`config.mk`:
```
export PLATFORM = sky130hd
export DESIGN_NAME = ex_mem_stage_reg_flat
export DESIGN_NICKNAME = d
export VERILOG_FILES = /design/src/rtl/ex_mem_stage_reg_if.sv /design/src/rtl/ex_mem_stage_reg.sv /design/src/flat_wrapper.sv
export SDC_FILE = /design/constraint.sdc
export NUM_CORES = 1
export LEC_CHECK = 0
export CORE_AREA = 2 2 198 200
export DETAILED_ROUTE_END_ITERATION = 10
export DIE_AREA = 0 0 200 202
export GPL_TIMING_DRIVEN = 0
export PLACE_DENSITY = 0.57
export SLEW_MARGIN = 15
export SYNTH_ARGS = -nofsm -noshare
export SYNTH_HDL_FRONTEND = slang
export SYNTH_SLANG_ARGS = --single-unit
```
`constraint.sdc`:
```
create_clock -name clk -period 1.4 [get_ports clk]
set_input_delay 0.14 -clock clk [delete_from_list [all_inputs] [get_ports clk]]
set_output_delay 0.14 -clock clk [all_outputs]
set_load 0.005 [all_outputs]
```
`src/rtl/ex_mem_stage_reg_if.sv`:
```
// EX->MEM stage register bundle: EX-side inputs (*_i) and registered MEM-side outputs (*_o).
interface ex_mem_stage_reg_if #(
  parameter int INSTR_W = 32,
  parameter int DATA_W  = 32,
  parameter int TNEW_W  = 3
);
  logic               valid_i,     valid_o;
  logic [INSTR_W-1:0] instr_i,     instr_o;
  logic [DATA_W-1:0]  pc_i,        pc_o;
  logic [DATA_W-1:0]  pc8_i,       pc8_o;
  logic [DATA_W-1:0]  rs_val_i,    rs_val_o;
  logic [DATA_W-1:0]  rt_val_i,    rt_val_o;
  logic [DATA_W-1:0]  alu_i,       alu_o;
  logic [DATA_W-1:0]  regdata_i,   regdata_o;
  logic               regwrite_i,  regwrite_o;
  logic               memwrite_i,  memwrite_o;
  logic [4:0]         a3_i,        a3_o;
  logic [4:0]         a2_i,        a2_o;
  logic [4:0]         rd_i,        rd_o;
  logic [TNEW_W-1:0]  tnew_i,      tnew_o;
  logic               exc_valid_i, exc_valid_o;
  logic [4:0]         exc_code_i,  exc_code_o;
  logic               bd_i,        bd_o;
  logic               ov_i, adel_i, ades_i;

  // EX side: drives *_i, observes *_o
  modport master (
    output valid_i, instr_i, pc_i, pc8_i, rs_val_i, rt_val_i, alu_i, regdata_i,
           regwrite_i, memwrite_i, a3_i, a2_i, rd_i, tnew_i, exc_valid_i,
           exc_code_i, bd_i, ov_i, adel_i, ades_i,
    input  valid_o, instr_o, pc_o, pc8_o, rs_val_o, rt_val_o, alu_o, regdata_o,
           regwrite_o, memwrite_o, a3_o, a2_o, rd_o, tnew_o, exc_valid_o,
           exc_code_o, bd_o
  );

  // Stage register: consumes *_i, owns *_o
  modport slave (
    input  valid_i, instr_i, pc_i, pc8_i, rs_val_i, rt_val_i, alu_i, regdata_i,
           regwrite_i, memwrite_i, a3_i, a2_i, rd_i, tnew_i, exc_valid_i,
           exc_code_i, bd_i, ov_i, adel_i, ades_i,
    output valid_o, instr_o, pc_o, pc8_o, rs_val_o, rt_val_o, alu_o, regdata_o,
           regwrite_o, memwrite_o, a3_o, a2_o, rd_o, tnew_o, exc_valid_o,
           exc_code_o, bd_o
  );
endinterface

```
`src/rtl/ex_mem_stage_reg.sv`:
```
// EX->MEM pipeline register with stall hold, bubble/flush insertion, exception
// merging (upstream > ov > adel > ades), side-effect kill and tnew countdown.
module ex_mem_stage_reg #(
  parameter int          INSTR_W   = 32,
  parameter int          DATA_W    = 32,
  parameter int          TNEW_W    = 3,
  parameter logic [31:0] BUBBLE_PC = 32'hFFFF_FFFF
) (
  input logic               clk,
  input logic               reset,
  input logic               stall,
  input logic               bubble,
  input logic               flush,
  input logic               eret,
  ex_mem_stage_reg_if.slave bus
);

  localparam logic [4:0] EXC_OV   = 5'd12;
  localparam logic [4:0] EXC_ADEL = 5'd4;
  localparam logic [4:0] EXC_ADES = 5'd5;

  logic              exc_valid;
  logic [4:0]        exc_code;
  logic [TNEW_W-1:0] tnew_dec;

  // Merge in-flight and EX-detected exceptions; an invalid slot reports none.
  always_comb begin
    exc_valid = 1'b0;
    exc_code  = 5'd0;
    if (bus.valid_i) begin
      exc_valid = bus.exc_valid_i | bus.ov_i | bus.adel_i | bus.ades_i;
      if      (bus.exc_valid_i) exc_code = bus.exc_code_i;
      else if (bus.ov_i)        exc_code = EXC_OV;
      else if (bus.adel_i)      exc_code = EXC_ADEL;
      else if (bus.ades_i)      exc_code = EXC_ADES;
    end
  end

  // tnew is measured in EX; one stage later it is one less, saturating at 0.
  always_comb begin
    tnew_dec = '0;
    if (bus.tnew_i != '0) tnew_dec = bus.tnew_i - 1'b1;
  end

  // Stage update: reset > flush/eret > stall > bubble > load.
  always_ff @(posedge clk) begin
    if (reset || flush || eret || (bubble && !stall)) begin
      bus.valid_o     <= 1'b0;
      bus.instr_o     <= '0;
      bus.pc_o        <= BUBBLE_PC[DATA_W-1:0];
      bus.pc8_o       <= '0;
      bus.rs_val_o    <= '0;
      bus.rt_val_o    <= '0;
      bus.alu_o       <= '0;
      bus.regdata_o   <= '0;
      bus.regwrite_o  <= 1'b0;
      bus.memwrite_o  <= 1'b0;
      bus.a3_o        <= '0;
      bus.a2_o        <= '0;
      bus.rd_o        <= '0;
      bus.tnew_o      <= '0;
      bus.exc_valid_o <= 1'b0;
      bus.exc_code_o  <= '0;
      bus.bd_o        <= 1'b0;
    end else if (!stall) begin
      bus.valid_o     <= bus.valid_i;
      bus.instr_o     <= bus.instr_i;
      bus.pc_o        <= bus.pc_i;
      bus.pc8_o       <= bus.pc8_i;
      bus.rs_val_o    <= bus.rs_val_i;
      bus.rt_val_o    <= bus.rt_val_i;
      bus.alu_o       <= bus.alu_i;
      bus.regdata_o   <= bus.regdata_i;
      // excepting instructions must not write back or store
      bus.regwrite_o  <= bus.regwrite_i & ~exc_valid;
      bus.memwrite_o  <= bus.memwrite_i & ~exc_valid;
      bus.a3_o        <= bus.a3_i;
      bus.a2_o        <= bus.a2_i;
      bus.rd_o        <= bus.rd_i;
      bus.tnew_o      <= tnew_dec;
      bus.exc_valid_o <= exc_valid;
      bus.exc_code_o  <= exc_code;
      bus.bd_o        <= bus.bd_i;
    end
  end

endmodule

```
`src/flat_wrapper.sv`:
```
// flat-port wrapper written by rule: the top's interface ports become plain ports
module ex_mem_stage_reg_flat 
#(
  parameter int          INSTR_W   = 32,
  parameter int          DATA_W    = 32,
  parameter int          TNEW_W    = 3,
  parameter logic [31:0] BUBBLE_PC = 32'hFFFF_FFFF
)
  (clk, reset, stall, bubble, flush, eret, bus_valid_i, bus_instr_i, bus_pc_i, bus_pc8_i, bus_rs_val_i, bus_rt_val_i, bus_alu_i, bus_regdata_i, bus_regwrite_i, bus_memwrite_i, bus_a3_i, bus_a2_i, bus_rd_i, bus_tnew_i, bus_exc_valid_i, bus_exc_code_i, bus_bd_i, bus_ov_i, bus_adel_i, bus_ades_i, bus_valid_o, bus_instr_o, bus_pc_o, bus_pc8_o, bus_rs_val_o, bus_rt_val_o, bus_alu_o, bus_regdata_o, bus_regwrite_o, bus_memwrite_o, bus_a3_o, bus_a2_o, bus_rd_o, bus_tnew_o, bus_exc_valid_o, bus_exc_code_o, bus_bd_o);
  ex_mem_stage_reg_if #(.INSTR_W(INSTR_W), .DATA_W(DATA_W), .TNEW_W(TNEW_W)) bus_i ();
  input logic clk;
  input logic reset;
  input logic stall;
  input logic bubble;
  input logic flush;
  input logic eret;
  input wire logic [$bits(bus_i.valid_i)-1:0] bus_valid_i;
  input wire logic [$bits(bus_i.instr_i)-1:0] bus_instr_i;
  input wire logic [$bits(bus_i.pc_i)-1:0] bus_pc_i;
  input wire logic [$bits(bus_i.pc8_i)-1:0] bus_pc8_i;
  input wire logic [$bits(bus_i.rs_val_i)-1:0] bus_rs_val_i;
  input wire logic [$bits(bus_i.rt_val_i)-1:0] bus_rt_val_i;
  input wire logic [$bits(bus_i.alu_i)-1:0] bus_alu_i;
  input wire logic [$bits(bus_i.regdata_i)-1:0] bus_regdata_i;
  input wire logic [$bits(bus_i.regwrite_i)-1:0] bus_regwrite_i;
  input wire logic [$bits(bus_i.memwrite_i)-1:0] bus_memwrite_i;
  input wire logic [$bits(bus_i.a3_i)-1:0] bus_a3_i;
  input wire logic [$bits(bus_i.a2_i)-1:0] bus_a2_i;
  input wire logic [$bits(bus_i.rd_i)-1:0] bus_rd_i;
  input wire logic [$bits(bus_i.tnew_i)-1:0] bus_tnew_i;
  input wire logic [$bits(bus_i.exc_valid_i)-1:0] bus_exc_valid_i;
  input wire logic [$bits(bus_i.exc_code_i)-1:0] bus_exc_code_i;
  input wire logic [$bits(bus_i.bd_i)-1:0] bus_bd_i;
  input wire logic [$bits(bus_i.ov_i)-1:0] bus_ov_i;
  input wire logic [$bits(bus_i.adel_i)-1:0] bus_adel_i;
  input wire logic [$bits(bus_i.ades_i)-1:0] bus_ades_i;
  output wire logic [$bits(bus_i.valid_o)-1:0] bus_valid_o;
  output wire logic [$bits(bus_i.instr_o)-1:0] bus_instr_o;
  output wire logic [$bits(bus_i.pc_o)-1:0] bus_pc_o;
  output wire logic [$bits(bus_i.pc8_o)-1:0] bus_pc8_o;
  output wire logic [$bits(bus_i.rs_val_o)-1:0] bus_rs_val_o;
  output wire logic [$bits(bus_i.rt_val_o)-1:0] bus_rt_val_o;
  output wire logic [$bits(bus_i.alu_o)-1:0] bus_alu_o;
  output wire logic [$bits(bus_i.regdata_o)-1:0] bus_regdata_o;
  output wire logic [$bits(bus_i.regwrite_o)-1:0] bus_regwrite_o;
  output wire logic [$bits(bus_i.memwrite_o)-1:0] bus_memwrite_o;
  output wire logic [$bits(bus_i.a3_o)-1:0] bus_a3_o;
  output wire logic [$bits(bus_i.a2_o)-1:0] bus_a2_o;
  output wire logic [$bits(bus_i.rd_o)-1:0] bus_rd_o;
  output wire logic [$bits(bus_i.tnew_o)-1:0] bus_tnew_o;
  output wire logic [$bits(bus_i.exc_valid_o)-1:0] bus_exc_valid_o;
  output wire logic [$bits(bus_i.exc_code_o)-1:0] bus_exc_code_o;
  output wire logic [$bits(bus_i.bd_o)-1:0] bus_bd_o;
  assign bus_i.valid_i = bus_valid_i;
  assign bus_i.instr_i = bus_instr_i;
  assign bus_i.pc_i = bus_pc_i;
  assign bus_i.pc8_i = bus_pc8_i;
  assign bus_i.rs_val_i = bus_rs_val_i;
  assign bus_i.rt_val_i = bus_rt_val_i;
  assign bus_i.alu_i = bus_alu_i;
  assign bus_i.regdata_i = bus_regdata_i;
  assign bus_i.regwrite_i = bus_regwrite_i;
  assign bus_i.memwrite_i = bus_memwrite_i;
  assign bus_i.a3_i = bus_a3_i;
  assign bus_i.a2_i = bus_a2_i;
  assign bus_i.rd_i = bus_rd_i;
  assign bus_i.tnew_i = bus_tnew_i;
  assign bus_i.exc_valid_i = bus_exc_valid_i;
  assign bus_i.exc_code_i = bus_exc_code_i;
  assign bus_i.bd_i = bus_bd_i;
  assign bus_i.ov_i = bus_ov_i;
  assign bus_i.adel_i = bus_adel_i;
  assign bus_i.ades_i = bus_ades_i;
  assign bus_valid_o = bus_i.valid_o;
  assign bus_instr_o = bus_i.instr_o;
  assign bus_pc_o = bus_i.pc_o;
  assign bus_pc8_o = bus_i.pc8_o;
  assign bus_rs_val_o = bus_i.rs_val_o;
  assign bus_rt_val_o = bus_i.rt_val_o;
  assign bus_alu_o = bus_i.alu_o;
  assign bus_regdata_o = bus_i.regdata_o;
  assign bus_regwrite_o = bus_i.regwrite_o;
  assign bus_memwrite_o = bus_i.memwrite_o;
  assign bus_a3_o = bus_i.a3_o;
  assign bus_a2_o = bus_i.a2_o;
  assign bus_rd_o = bus_i.rd_o;
  assign bus_tnew_o = bus_i.tnew_o;
  assign bus_exc_valid_o = bus_i.exc_valid_o;
  assign bus_exc_code_o = bus_i.exc_code_o;
  assign bus_bd_o = bus_i.bd_o;
  ex_mem_stage_reg #(.INSTR_W(INSTR_W), .DATA_W(DATA_W), .TNEW_W(TNEW_W), .BUBBLE_PC(BUBBLE_PC)) u_core (.clk(clk), .reset(reset), .stall(stall), .bubble(bubble), .flush(flush), .eret(eret), .bus(bus_i));
endmodule
```
---- Word level (Yosys, flattened, before mapping) ----
Cells that the tools add are included.
Widths: inputs -> output; s select.
word-level totals
  bits in registers ....................... 252
  bits in latches ......................... 0
  memory bits (writable) .................. 0
  bits in read-only memories .............. 0
  input port bits ......................... 261
  output and inout port bits .............. 252
  word-level logic and storage cells ...... 37
  memories ................................ 0
operators by class
  $add $sub $neg .......................... 1
  multipliers ............................. 0
  div/mod/pow operators ................... 0
  magnitude comparators ................... 0
  equal/unequal tests ..................... 0
  shift operators ......................... 0
  multiplexer cells ....................... 7
  bitwise operators ....................... 6
  reduce and logical (&&, ||, !) cells .... 6
operators with widths
  operator             count
  $mux 5               4
  $mux 3               2
  $logic_or 1x1->1     3
  $or 1x1->1           3
  $reduce_bool 3->1    1
  $sub 3x1->3 const B  1
  $and 1x1->1          2
  $logic_and 1x1->1    1
  $logic_not 1->1      1
  $mux 1               1
  $not 1->1            1

---- Logic depth before layout (Yosys ltp) ----
Gate-level depths: netlist (run 1).
  depth after elaboration ................. 6
  gate-level depth with buffers ........... 7
  mapped depth without buffers ............ 5

---- Worst setup path before layout (run 1) ----
Ideal clock, no wire load.
  kind .................................... input to register
  start point ............................. input stall
  end point ............................... register u_core.bus.regdata_o[27]
  setup time .............................. 0.128 ns
  arrival time ............................ 1.173 ns
  data required time ...................... 1.272 ns
  slack ................................... 0.099 ns
  stages on the path ...................... 5
  path buffers ............................ 3
  cells stage by stage .................... buf_2 -> buf_2 -> clkbuf_1 -> mux2i_1 -> nor2_1
between the ends
  word-level cells in the longest chain between the ends .. 3
ends and longest elaborated chain
  item                    line                       text
  start: declaration      flat_wrapper.sv:13         input logic stall;
  $logic_not 1->1         ex_mem_stage_reg.sv:47     if (reset || flush || eret || (bubble && !stall)) begin
  $logic_and 1x1->1       ex_mem_stage_reg.sv:47
  $logic_or 1x1->1        ex_mem_stage_reg.sv:47
  end signal: assignment  ex_mem_stage_reg.sv:73     bus.regdata_o <= bus.regdata_i;
  end: declaration        ex_mem_stage_reg_if.sv:41  output valid_o, instr_o, pc_o, pc8_o, rs_val_o, rt_val_o, alu_o, regdata_o,
Parallel ways exist; a longest one is shown, timed or not.
A chain may end at the register's enable or synchronous reset.

---- Worst setup path in the final report (run 1) ----
  start point ............................. register u_core.bus.a3_o[2]
  end point ............................... output bus_a3_o[2]
RTL lines
  item                      line                       text
  start: declaration        ex_mem_stage_reg_if.sv:42  regwrite_o, memwrite_o, a3_o, a2_o, rd_o, tnew_o, exc_valid_o,
  start signal: assignment  ex_mem_stage_reg.sv:77     bus.a3_o <= bus.a3_i;
  end: declaration          flat_wrapper.sv:47         output wire logic [$bits(bus_i.a3_o)-1:0] bus_a3_o;
No word-level cell between the ends.

==> metrics.md, run 1 <==
| Metric | Value |
|---|---|
| Clock tree from TritonCTS | `done` |
| Hold wc startpoint | `stall` |
| Standard cell core area | `38,300 um^2` |
| Kind of start point of the critical path | `register` |
| Portion of the post-synthesis area used by sequential elements | `0.568` |
| Total setup violations reported at the end of the flow | `0` |
| Arrival time worst endpoint | `1190 ps` |
| Dpl cells | `1,864` |
| Violation count after the first detailed-routing iteration | `221` |
| DIE AREA | `40,400 um^2` |
| Slew Limit Fails | `0` |
| Fin crit share | `0.951` |
| Row cnt | `72` |
| Capturing element type of the critical path | `primary output` |
| Lkg Pwr | `7.22 nW` |
| Max H-tree Level | `1` |
| Number of filler instances in the final layout | `3,916` |
| Number of cells traversed by the worst hold path | `4` |
| Clk Latency, worst-skew pair | `530 ps` |
| Deepest clock path buffer count | `3` |
| Number of buffers and inverters on the critical path | `1` |
| Distinct cell type count after synthesis | `23` |
| Yosys warning count | `0` |
| Final cell count without fillers | `1,915` |
| Placer congestion estimate | `0.814` |
| Max capacitance violation total | `0` |
| Register-to-register setup slack | `740 ps` |
| Status | `completed` |
| Global-route wire length before repair | `46,700 um` |
| Average size of a mapped cell | `10.6 um^2` |
| Input/output buffers | `511` |
| Clock network fraction of total power | `0.456` |
| Aggregate global-route resource usage | `0.151` |
| Area post-placement | `14,600 um^2` |
| Cell depth of the worst flop-to-flop path | `2` |
| Category of the critical setup timing path | `register to primary output` |
| Timing-limited maximum frequency | `751 MHz` |
| Share of Yosys cell area claimed by the top area cell type | `0.568` |
| Switching pwr | `0.00366 W` |
| Transition time at the pin with the least slew margin | `1010 ps` |
| Layout net count | `1,639` |
| Hold crit path type | `input pin to register` |
| Worst slew slack as a fraction of its limit | `0.326` |
| RSZ-0062 raised after global routing | `no` |
| Min Clock Period, post-route | `1330 ps` |
| Height of the die | `202 um` |
| Worst path top cell family by delay | `flip-flops` |
| Flop pwr share | `0.440` |
| Power per cell area | `1090 nW/um^2` |
| Horiz. Die Dim | `200 um` |
| Net Count, Synth | `1,098` |
| Setup clock skew after layout | `0 ps` |
| Design Area, Final | `15,300 um^2` |
| Antenna violation net count after detailed routing | `0` |
| Area of all sequential standard cells | `5060 um^2` |
| Synthesized instance count | `835` |
| Clock slew at reported path FFs | `60 ps` |
| Final Hold Vio Count | `0` |
| Worst path cell trace | `dlygate4sd2_1` |
| Sw frac | `0.220` |
| Largest cells by area after synthesis | `dfxtp_1, mux2i_1, nor2_1, nand2_1, buf_2` |
| Slowest stage cell on the critical path | `dfxtp_1` |
| Layout overhead on the synthesized area | `72.5%` |
| Proportion of layout cells with a drive suffix above 1 | `0.0623` |
| Synthesis-stage register bit count | `252` |
| Relative contribution of combinational cells to total power | `0.104` |
| Number of placed I/O pins | `513` |
| Delay of the slowest cell on the worst path | `370 ps` |
| Multi-input logic area | `3590 um^2` |
| Clock sink count | `252` |
| Pin count of the biggest net entering global routing | `14` |
| Highest net fanout along the worst path | `2` |
| Clock root buffer | `clkbuf_16` |
| Worst voltage drop across the vdd grid | `0.770 mV` |
| Total clock buffers created by CTS | `29` |
| Startpoint of the worst-slack reg-to-reg timing path | `u_core.bus.pc_o[14]` |
| Post-DP HPWL | `25,200 um` |
| Via count | `7,784` |
| DRT Pass-1 Iters | `5` |
| Terminating pin of the worst hold path | `u_core.bus.pc_o[31]` |
| Avg WL per Cell | `16.7 um` |
| Quantity of hold-fixing buffers added after cts | `0` |
| Initial core utilization | `0.232` |
| Routed wire length | `32,000 um` |
| Req. time, crit path | `1260 ps` |
| DRC violation count after routing | `0` |
| Grt total ovfl | `0` |
| Post-synth top area cell | `dfxtp_1` |
| Antenna violations before repair | `2` |
| Vias in the first global route | `7,791` |
| P_int | `0.0130 W` |
| Mapped Area | `8880 um^2` |
| Via density per instance | `4.06` |
| Reg-to-reg endpoint | `u_core.bus.pc_o[14]` |
stage by stage:
stage | util | power (W) | worst slack, ps | hold slack (ps) | setup TNS (ps)
after floorplan | - | 0.00817 | 99.4 | 264 | 0
after CTS | 0.400 | 0.0169 | -7.57 | 132 | -19.8
final | 0.400 | 0.0167 | 69.1 | 158 | 0
after global routing | 0.400 | 0.0173 | 3.32 | 170 | 0
after global placement | 0.382 | 0.00929 | -654 | 450 | -141940
after detailed placement | 0.382 | 0.00931 | -701 | 460 | -144850
cell usage after synthesis:
cell / n
a211oi_1: 1
a21oi_1: 6
a22oi_1: 1
a31oi_1: 1
a32oi_1: 1
and2_1: 1
buf_1: 1
buf_2: 28
clkbuf_1: 28
dfxtp_1: 252
ha_1: 2
inv_1: 2
mux2_2: 1
mux2i_1: 243
nand2_1: 38
nand2b_1: 1
nand3_1: 1
nand4b_1: 3
nor2_1: 214
nor2b_1: 3
nor3_1: 4
nor4_1: 1
or4_1: 2
routing by layer:
| layer | share of wire | global-route usage |
|---|---|---|
| met5 | 0.00034 | 0 |
| met4 | 0.030 | 0.0437 |
| met3 | 0.081 | 0.0464 |
| met2 | 0.49 | 0.263 |
| met1 | 0.40 | 0.176 |
registers in the layout, indices dropped and copies added (netlist names):
signal and cells:
u_core.bus.alu_o 32, u_core.bus.instr_o 32, u_core.bus.pc8_o 32, u_core.bus.pc_o 32, u_core.bus.regdata_o 32, u_core.bus.rs_val_o 32
u_core.bus.rt_val_o 32, u_core.bus.a2_o 5, u_core.bus.a3_o 5, u_core.bus.exc_code_o 5, u_core.bus.rd_o 5, u_core.bus.tnew_o 3
u_core.bus.bd_o 1, u_core.bus.exc_valid_o 1, u_core.bus.memwrite_o 1, u_core.bus.regwrite_o 1, u_core.bus.valid_o 1
power groups by stage:
stage	Clock, W	Sequential [W]	Combinational (W)
after floorplan	0	0.00750	0.000663
after global placement	0	0.00749	0.00180
after detailed placement	0	0.00750	0.00182
after CTS	0.00785	0.00734	0.00175
after global routing	0.00811	0.00735	0.00187
final	0.00760	0.00734	0.00173
kinds of logic after synthesis:
logic type	after synthesis	share of synthesized area
and+or+nand+nor	268	0.118
muxes	244	0.275
DFF	252	0.568
buffers and inverters	59	0.0289
AOI/OAI and AO/OA	10	0.00676
adders and majority gates	2	0.00282
worst max-delay path by stage:
stage / to / slack (ps) / depth (start not counted) / start
after floorplan: u_core.bus.regdata_o[27] / 100 / 5 / stall
after global placement: u_core.bus.regdata_o[30] / -650 / 5 / stall
after detailed placement: u_core.bus.bd_o / -700 / 7 / bubble
after CTS: u_core.bus.pc_o[9] / -8 / 5 / bubble
after global routing: bus_rt_val_o[16] / 3 / 1 / u_core.bus.rt_val_o[16]
final: bus_a3_o[2] / 70 / 1 / u_core.bus.a3_o[2]
area by class of cell:
type	count	share of cell area
Antenna cell	1	0.000163
Buffer	56	0.0168
Clock buffer	45	0.0572
Clock inverter	6	0.00539
Inverter	2	0.000490
Multi-Input combinational cell	524	0.234
Sequential cell	252	0.330
Tap cell	518	0.0423
Timing Repair Buffer	511	0.313
cells in the final DEF (no fill, tap or decap), types with 2 or more instances in the layout:
master / instances
dfxtp_2: 10
clkbuf_2: 2
buf_4: 3
inv_1: 2
clkbuf_8: 9
nand2_1: 38
clkdlybuf4s50_1: 259
nor2b_1: 3
dlygate4sd2_1: 252
dfxtp_1: 242
ha_1: 2
nand4b_1: 3
buf_2: 24
clkinv_2: 3
a21oi_1: 6
clkbuf_1: 32
mux2i_1: 243
bufinv_16: 2
nor3_1: 4
nor2_1: 214
clkbuf_16: 29
repair_timing:
| action | in CTS | in global routing |
|---|---|---|
| cloned | 0 | 0 |
| gates resized for setup | 266 | 5 |
| pin swaps | 0 | 0 |
| buffers inserted | 0 | 0 |
| endpoints found under the setup margin | 362 | 224 |
Note: power is estimated with default switching activity, not from simulation.
==> run 2: changes to the inputs <==
--- a/config.mk
+++ b/config.mk
@@ -14,3 +14,4 @@
 export SYNTH_ARGS = -nofsm -noshare
 export SYNTH_HDL_FRONTEND = slang
 export SYNTH_SLANG_ARGS = --single-unit
+export TNS_END_PERCENT = 50
==> results of run 2 <==
Final layout, timing and power as in run 1 (identical DEF).
==> run 3: changes to the inputs <==
--- a/config.mk
+++ b/config.mk
@@ -5,10 +5,11 @@
 export SDC_FILE = /design/constraint.sdc
 export NUM_CORES = 1
 export LEC_CHECK = 0
-export CORE_AREA = 2 2 198 200
+export CORE_AREA = 2 2 197 199
 export DETAILED_ROUTE_END_ITERATION = 10
-export DIE_AREA = 0 0 200 202
+export DIE_AREA = 0 0 199 201
 export GPL_TIMING_DRIVEN = 0
+export HOLD_SLACK_MARGIN = 0.03
 export PLACE_DENSITY = 0.57
 export SLEW_MARGIN = 15
 export SYNTH_ARGS = -nofsm -noshare
==> metrics.md, run 3 (synthesis results as in run 1) <==
| Metric | Value |
|---|---|
| Capturing element type of the critical path | `primary output (unchanged)` |
| Antenna violations before repair | `0 (was 2)` |
| Vias in the first global route | `7,919 (was 7,791)` |
| Input/output buffers | `511 (unchanged)` |
| Pin count of the biggest net entering global routing | `16 (was 14)` |
| Avg WL per Cell | `16.7 um (about the same)` |
| Global-route wire length before repair | `47,200 um (was 46,700 um)` |
| Violation count after the first detailed-routing iteration | `246 (was 221)` |
| Grt total ovfl | `0 (unchanged)` |
| Deepest clock path buffer count | `3 (unchanged)` |
| Via density per instance | `4.07 (was 4.06)` |
| Slowest stage cell on the critical path | `dfxtp_1 (unchanged)` |
| Hold slack final | `-54.7 ps (was 158 ps)` |
| Clock sink count | `252 (unchanged)` |
| Number of buffers and inverters on the critical path | `1 (unchanged)` |
| Failing checks | `negative hold slack` |
| Worst path cell trace | `dlygate4sd2_1 (unchanged)` |
| Delay of the slowest cell on the worst path | `350 ps (was 370 ps)` |
| Arrival time worst endpoint | `1200 ps (was 1190 ps)` |
| Worst slew slack as a fraction of its limit | `0.460 (was 0.326)` |
| Clock tree from TritonCTS | `done (unchanged)` |
| Routed wire length | `32,000 um (about the same)` |
| Fin crit share | `0.960 (was 0.951)` |
| Top library cells by usage in the layout, fill and taps aside | `clkdlybuf4s50_1, dlygate4sd2_1, mux2i_1 (unchanged)` |
| Aggregate global-route resource usage | `0.154 (was 0.151)` |
| Power per cell area | `1100 nW/um^2 (was 1090 nW/um^2)` |
| Placer congestion estimate | `0.847 (was 0.814)` |
| Status | `complete, but fails checks (was completed)` |
| Initial core utilization | `0.233 (was 0.232)` |
| Total setup violations reported at the end of the flow | `0 (unchanged)` |
| Lkg Pwr | `7.27 nW (was 7.22 nW)` |
| Row cnt | `72 (unchanged)` |
| Dpl cells | `1,864 (unchanged)` |
| Layout overhead on the synthesized area | `73.6% (was 72.5%)` |
| Category of the critical setup timing path | `register to primary output (unchanged)` |
| Max H-tree Level | `1 (unchanged)` |
| Proportion of layout cells with a drive suffix above 1 | `0.0701 (was 0.0623)` |
| Slew Limit Fails | `0 (unchanged)` |
| Post-DP HPWL | `25,000 um (was 25,200 um)` |
| RSZ-0062 raised after global routing | `no (unchanged)` |
| Timing-limited maximum frequency | `744 MHz (was 751 MHz)` |
| Worst voltage drop across the vdd grid | `0.966 mV (was 0.770 mV)` |
| Quantity of hold-fixing buffers added after cts | `0 (unchanged)` |
| Sum of negative setup slack | `0 ps (unchanged)` |
| Clock root buffer | `clkbuf_16 (unchanged)` |
| Req. time, crit path | `1260 ps (about the same)` |
| Max capacitance violation total | `0 (unchanged)` |
| DIE AREA | `40,000 um^2 (was 40,400 um^2)` |
| Antenna violation net count after detailed routing | `0 (unchanged)` |
| Fin util | `0.404 (was 0.400)` |
| Horiz. Die Dim | `199 um (was 200 um)` |
| DRC violation count after routing | `0 (unchanged)` |
| Number of filler instances in the final layout | `3,934 (was 3,916)` |
| Layout net count | `1,641 (was 1,639)` |
| Via count | `7,789 (was 7,784)` |
| Clk Latency, worst-skew pair | `550 ps (was 530 ps)` |
| Worst path top cell family by delay | `flip-flops (unchanged)` |
| Standard cell core area | `38,100 um^2 (was 38,300 um^2)` |
| Number of antenna cells inserted | `0 (was 1)` |
| Transition time at the pin with the least slew margin | `809 ps (was 1010 ps)` |
| DRT Pass-1 Iters | `4 (was 5)` |
| Highest net fanout along the worst path | `2 (unchanged)` |
| Clock slew at reported path FFs | `60 ps (about the same)` |
| Total clock buffers created by CTS | `30 (was 29)` |
| Setup clock skew after layout | `0 ps (unchanged)` |
| Final Hold Vio Count | `2 (was 0)` |
| Number of placed I/O pins | `513 (unchanged)` |
| Most frequent standard cell in the layout excluding fill and tap cells | `clkdlybuf4s50_1 (unchanged)` |
| Min Clock Period, post-route | `1340 ps (was 1330 ps)` |
| Kind of start point of the critical path | `register (unchanged)` |
| Final cell count without fillers | `1,916 (was 1,915)` |
| Height of the die | `201 um (was 202 um)` |
| Overall power of the completed layout | `0.0169 W (was 0.0167 W)` |
| Hold crit path type | `input pin to register (unchanged)` |
## run 3: final timing paths
kind / start / to / slack (ps) / cells past startpoint
worst max-delay path: u_core.bus.rt_val_o[30] / bus_rt_val_o[30] / 60 / 1
worst min-delay path: flush / u_core.bus.pc_o[31] / -50 / 3
worst max register to register: u_core.bus.regdata_o[30] / u_core.bus.regdata_o[30] / 740 / 2
worst min register to register: u_core.bus.pc_o[26] / u_core.bus.pc_o[26] / 460 / 2
## run 3: per-stage QoR
| stage | setup WS (ps) | cell area, um^2 | hold WS (ps) |
|---|---|---|---|
| finish | 56.0 | 15400 | -54.7 |
| floorplan | 99.4 | 8880 | 264 |
| detailed placement | -723 | 14600 | 460 |
| global placement | -718 | 14600 | 455 |
| CTS | -14.2 | 15400 | 116 |
| global route | 2.39 | 15400 | -46.8 |
## run 3: timing repair
item                                    CTS  global route
cloned                                    0             0
gates resized for setup                 277            23
buffers inserted                          0             0
endpoints found under the setup margin  486           179
endpoints found under the hold margin     0             2
pin swaps                                 0             0
## run 3: report_power, final
part	switching, W	internal [W]
logic	0.000635	0.00109
clock network	0.00307	0.00476
registers	0.0000539	0.00728
total	0.00376	0.0131
## run 3: area by class of cell
type,count,area [um^2],area share
timing repair buffer,511,4810,0.312
multi-input combinational,524,3590,0.233
clock inverter,9,116,0.00755
clock buffer,43,890,0.0577
tap,518,648,0.0421
buffer,57,294,0.0191
inverter,2,7.51,0.000487
sequential,252,5060,0.328
## run 3: per-layer routing
metal	up-vias	share of wire	track usage
met5	-	0	0
met4	0	0.023	0.0450
met3	51	0.075	0.0418
met2	278	0.49	0.274
met1	3592	0.41	0.177
li1	3868	-	-
